--- src/rtl/dep_pkg.sv ---
// Shared types for the fetch queue and the dependency checker:
// opcode encodings, the decoded instruction record and the fetch state.
package dep_pkg;

  localparam logic [3:0] OP_ADD = 4'd0;
  localparam logic [3:0] OP_SUB = 4'd1;
  localparam logic [3:0] OP_MUL = 4'd2;
  localparam logic [3:0] OP_DIV = 4'd3;
  localparam logic [3:0] OP_END = 4'd4;

  typedef struct packed {
    logic [3:0] op;
    logic [2:0] rd;
    logic [2:0] rs1;
    logic [2:0] rs2;
    logic [3:0] pc;
  } instr_t;

  typedef enum logic [1:0] {
    ST_IDLE  = 2'd0,
    ST_FETCH = 2'd1,
    ST_HALT  = 2'd2
  } fetch_state_t;

  function automatic logic is_alu_op(input logic [3:0] op);
    return op <= OP_DIV;
  endfunction

endpackage

--- src/rtl/instr_fifo.sv ---
// Circular FIFO of decoded instructions. Head entry is presented directly;
// a push while full is accepted only when a pop happens in the same cycle.
module instr_fifo
  import dep_pkg::*;
#(
  parameter int DEPTH = 2
) (
  input  logic                           clk,
  input  logic                           rst,
  input  logic                           push,
  input  instr_t                         push_data,
  input  logic                           pop,
  output instr_t                         head,
  output logic                           full,
  output logic                           empty,
  output logic [$clog2(DEPTH+1)-1:0]     count
);

  localparam int PTR_W = $clog2(DEPTH);
  localparam int CNT_W = $clog2(DEPTH + 1);

  instr_t             mem [DEPTH];
  logic [PTR_W-1:0]   wr_ptr;
  logic [PTR_W-1:0]   rd_ptr;
  logic               do_push;
  logic               do_pop;

  assign full    = (count == CNT_W'(DEPTH));
  assign empty   = (count == '0);
  assign do_pop  = pop && !empty;
  assign do_push = push && (!full || do_pop);
  assign head    = mem[rd_ptr];

  // Storage is cleared on reset so the head fields read as zero afterwards.
  always_ff @(posedge clk) begin
    if (rst) begin
      wr_ptr <= '0;
      rd_ptr <= '0;
      count  <= '0;
      for (int i = 0; i < DEPTH; i++) mem[i] <= '0;
    end else begin
      if (do_push) begin
        mem[wr_ptr] <= push_data;
        wr_ptr      <= wr_ptr + PTR_W'(1);
      end
      if (do_pop) rd_ptr <= rd_ptr + PTR_W'(1);
      case ({do_push, do_pop})
        2'b10:   count <= count + CNT_W'(1);
        2'b01:   count <= count - CNT_W'(1);
        default: count <= count;
      endcase
    end
  end

endmodule

--- src/rtl/instr_fetch_queue.sv ---
// Walks nibble-wide instruction memory, assembles {op, rd, rs1, rs2} and
// buffers decoded instructions for the dependency checker over valid/ready.
//
// state    | meaning
// ST_IDLE  | waiting for start, address parked at 0
// ST_FETCH | one nibble per cycle; slot = mem_addr[1:0]
// ST_HALT  | fetch stopped (END, illegal op, end of memory); queue drains
module instr_fetch_queue
  import dep_pkg::*;
#(
  parameter int DEPTH  = 2,
  parameter int ADDR_W = 6
) (
  input  logic              clk,
  input  logic              rst,
  input  logic              start,
  output logic [ADDR_W-1:0] mem_addr,
  input  logic [3:0]        mem_data,
  output logic              instr_valid,
  input  logic              instr_ready,
  output logic [3:0]        instr_op,
  output logic [2:0]        instr_rd,
  output logic [2:0]        instr_rs1,
  output logic [2:0]        instr_rs2,
  output logic [3:0]        instr_pc,
  output logic              done,
  output logic              err
);

  fetch_state_t                 state;
  logic [3:0]                   op_q;
  logic [2:0]                   rd_q;
  logic [2:0]                   rs1_q;
  logic                         full;
  logic                         empty;
  logic                         pop;
  logic                         push;
  logic                         at_slot3;
  logic [$clog2(DEPTH+1)-1:0]   fifo_count;
  instr_t                       push_data;
  instr_t                       head;

  assign pop      = !empty && instr_ready;
  assign at_slot3 = (state == ST_FETCH) && (mem_addr[1:0] == 2'd3);
  assign push     = at_slot3 && (!full || pop);

  // rs2 is taken straight from memory so the push happens in slot 3 itself.
  assign push_data = '{op:  op_q,
                       rd:  rd_q,
                       rs1: rs1_q,
                       rs2: mem_data[2:0],
                       pc:  4'(mem_addr[ADDR_W-1:2])};

  instr_fifo #(.DEPTH(DEPTH)) u_fifo (
    .clk       (clk),
    .rst       (rst),
    .push      (push),
    .push_data (push_data),
    .pop       (pop),
    .head      (head),
    .full      (full),
    .empty     (empty),
    .count     (fifo_count)
  );

  assign instr_valid = !empty;
  assign instr_op    = head.op;
  assign instr_rd    = head.rd;
  assign instr_rs1   = head.rs1;
  assign instr_rs2   = head.rs2;
  assign instr_pc    = head.pc;
  assign done        = (state == ST_HALT) && (fifo_count == '0);

  always_ff @(posedge clk) begin
    if (rst) begin
      state    <= ST_IDLE;
      mem_addr <= '0;
      err      <= 1'b0;
      op_q     <= '0;
      rd_q     <= '0;
      rs1_q    <= '0;
    end else begin
      case (state)
        ST_IDLE: begin
          mem_addr <= '0;
          if (start) state <= ST_FETCH;
        end
        ST_FETCH: begin
          case (mem_addr[1:0])
            2'd0: begin
              if (mem_data == OP_END) begin
                state <= ST_HALT;
              end else if (!is_alu_op(mem_data)) begin
                err   <= 1'b1;
                state <= ST_HALT;
              end else begin
                op_q     <= mem_data;
                mem_addr <= mem_addr + ADDR_W'(1);
              end
            end
            2'd1: begin
              rd_q     <= mem_data[2:0];
              mem_addr <= mem_addr + ADDR_W'(1);
            end
            2'd2: begin
              rs1_q    <= mem_data[2:0];
              mem_addr <= mem_addr + ADDR_W'(1);
            end
            default: begin
              // Last instruction slot of memory: no wrap, flag missing END.
              if (push) begin
                if (mem_addr == '1) begin
                  err   <= 1'b1;
                  state <= ST_HALT;
                end else begin
                  mem_addr <= mem_addr + ADDR_W'(1);
                end
              end
            end
          endcase
        end
        ST_HALT: begin
          if (start) begin
            err      <= 1'b0;
            mem_addr <= '0;
            state    <= ST_FETCH;
          end
        end
        default: state <= ST_IDLE;
      endcase
    end
  end

endmodule

--- config.mk ---
export PLATFORM = sky130hd
export DESIGN_NAME = instr_fetch_queue
export DESIGN_NICKNAME = d
export VERILOG_FILES = /design/src/rtl/dep_pkg.sv /design/src/rtl/instr_fifo.sv /design/src/rtl/instr_fetch_queue.sv
export SDC_FILE = /design/constraint.sdc
export NUM_CORES = 1
export LEC_CHECK = 0
export CAP_MARGIN = 40
export CORE_UTILIZATION = 50
export DETAILED_ROUTE_END_ITERATION = 16
export GPL_TIMING_DRIVEN = 0
export PLACE_DENSITY = 0.84
export SYNTH_ARGS = -nofsm -noshare
export SYNTH_HDL_FRONTEND = slang
export SYNTH_SLANG_ARGS = --single-unit
--- constraint.sdc ---
create_clock -name clk -period 2.8 [get_ports clk]
set_input_delay 0.84 -clock clk [delete_from_list [all_inputs] [get_ports clk]]
set_output_delay 0.84 -clock clk [all_outputs]
set_load 0.005 [all_outputs]
==> results.yml <==
sta:
  fin_crit_sh_pct: 95.3
  slew_headroom_pct: 63.3
  timing.fmax_mhz: 375
  tightest_slew_ps: 546
  finalHoldViolCount: 0
  finalSetupTns_ps: 0
  finalClockSkew_ps: 10.3
  worst_slack_ps: 133
  slew_violations: 0
  final-setup-viol-count: 0
  fin_crit_ps: 2670
  rsz0062_at_grt: "no"
global_routing:
  grt_pass1_wl_mm: 9.30
  grt_usage_pct: 20.5
  grt_max_degree: 18
  overflow: 0
  grt_pass1_vias: 1864
  antenna_found_initial: 0
synthesis:
  syn-num-nets: 261
  synth_edf_count: 34
  syn_inst: 243
  synth_area_leaders: "edfxtp_1, dfxtp_1, and2_1, mux2_2, ha_1"
  synth_ff_type: "edfxtp_1"
  avgSynthCellArea_um2: 11.5
  ys_seq_elements: 58
  ys_async_sr_fraction_pct: 0
  synthesis.area_um2: 2790
  yosysTopAreaCell: "edfxtp_1"
  yosysUniqueCellTypes: 48
  synth_top_area_share_pct: 36.6
  yosys_warnings: 0
  yosysSeqAreaShare_pct: 53.9
outcome:
  status: "complete, no violations"
placement:
  dp.final_hpwl_mm: 3.78
  io_buffers: 33
  dpl_worst_slack_ps: -257
  gp_congestion: 0.887
power:
  p_clk_share_pct: 40.6
  pwr-share-seq_pct: 47.7
  p_sw_mw: 0.457
  cell_internal_pwr_mw: 1.53
  finalPower_mw: 1.99
  swShare_pct: 23.0
  peakVddDrop_uv: 380
  p_leak_nw: 1.24
  combPwrFrac_pct: 11.8
  pwr_density_cell_nw_per_um2: 579
worst_setup_path:
  crit_arrival_ps: 1830
  crit_fanout: 10
  cp.required_ps: 1960
  crit_path_end_kind: "output pin"
  start_kind: "flip-flop"
  worstSetupPathType: "reg2out"
die:
  die_w_um: 76.7
  num_rows: 26
  initial_core_util_pct: 53.2
  core-area_um2: 5240
  die_h_um: 76.7
  dieArea_um2: 5880
  pin_count: 34
clock_network:
  cts_buffers: 9
  insertion_delay_ps: 330
  cts_tree: "done"
  cts-root-buf: "clkbuf_8"
  path_clk_slew_ps: 70
  htree_levels: 3
  clockBufferDepth: 2
  clock-sinks: 58
routing:
  viasPerCell: 5.42
  drt_iter0_markers: 145
  vias: 1962
  drc: 0
  wire_per_inst_um: 15.2
  dr.pass1.iters: 4
  ant_nets: 0
  totalWireLength_mm: 5.51
finish:
  final_nets: 305
  layout_common_cells: "and2_1, edfxtp_1, clkdlybuf4s50_1"
  n_antenna_cell: 0
  fillers: 419
  syn2layout_area_growth_pct: 23.1
  drive_above_1_share_pct: 17.1
worst_hold_path:
  hp-class: "reg2reg"
flow_run:
  cap_viol_max_count: 0
## final cells by class
class | count | area, um2 | area share (%)
buffer | 9 | 52.6 | 1.53
clock buffer | 11 | 131 | 3.83
clock inverter | 5 | 71.3 | 2.08
inverter | 11 | 41.3 | 1.20
multi-input combinational | 164 | 1200 | 34.9
sequential | 58 | 1500 | 43.8
tap | 70 | 87.6 | 2.55
timing repair buffer | 34 | 345 | 10.1
## flip-flops by register name, summed over array words and instances (netlist names), named ones only
register,cells
u_fifo.mem,34
mem_addr,6
op_q,4
rd_q,3
rs1_q,3
state,2
u_fifo.count,2
err,1
u_fifo.rd_ptr,1
u_fifo.wr_ptr,1
## metal layers
layer  vias up  part of all wire [%]  global-route usage (%)  wire, um
met2        48                    49                    33.0      2690
met5         -                     0                       0         0
met4         0                   1.3                    7.12        72
met3         8                   3.9                    6.07       216
met1       946                    46                    26.2      2530
li1        960                     -                       -         -
## final timing paths
kind / cells after the start / endpoint / slack (ps) / startpoint
worst max-delay path: 3 / instr_rs1[1] / 130 / flip-flop
worst min-delay path: 2 / rs1_q[2] / 460 / rs1_q[2]
worst max register to register: 4 / u_fifo.mem[1][12] / 570 / mem_addr[0]
worst min register to register: 2 / rs1_q[2] / 460 / rs1_q[2]
## kinds of logic after synthesis
family	share of synthesized area, %
simple gates	20.5
flops	53.9
compound gates	8.57
buf+inv	3.37
mux	7.99
fa+ha+maj	4.49
xor+xnor	1.26
## cells in the mapped netlist (all sizes together), types with 3 or more instances
| cell type | instances |
|---|---|
| o2111ai | 3 |
| nand2 | 15 |
| nor4 | 4 |
| or2 | 3 |
| and3 | 4 |
| and2 | 34 |
| nor3 | 3 |
| a21oi | 9 |
| dfxtp | 24 |
| clkbuf | 8 |
| edfxtp | 34 |
| ha | 10 |
| o21ai | 4 |
| inv | 11 |
| a221oi | 3 |
| nor2 | 14 |
| nand3 | 9 |
| mux2 | 18 |
## what timing repair did
item,in CTS,in global routing
cloned,0,0
hold buffers,0,0
setup endpoints to repair,10,11
buffers inserted,0,0
resized for setup,3,1
## through the flow
stage / area [um2] / util [%] / instances / hold WS [ps]
3_3_place_gp: 3210 / 61.2 / 346 / 449
5_1_grt: 3430 / 65.5 / 362 / 497
3_5_place_dp: 3220 / 61.6 / 347 / 453
4_1_cts: 3430 / 65.5 / 362 / 464
6_report: 3430 / 65.5 / 362 / 462
2_1_floorplan: 2790 / - / 243 / 435
## power by group through the flow
stage | combinational, mW | clock (mW) | sequential (mW)
2_1_floorplan | 0.140 | 0 | 0.963
3_3_place_gp | 0.223 | 0 | 0.965
3_5_place_dp | 0.230 | 0 | 0.966
4_1_cts | 0.233 | 0.814 | 0.947
5_1_grt | 0.255 | 0.857 | 0.951
6_report | 0.234 | 0.806 | 0.947
## critical path, stage by stage, from the launching register on
cell and delay, ps:
dfxtp_2 430, buf_4 230, mux2_2 350, clkdlybuf4s50_1 470
Power figures use the tool's default switching activity.
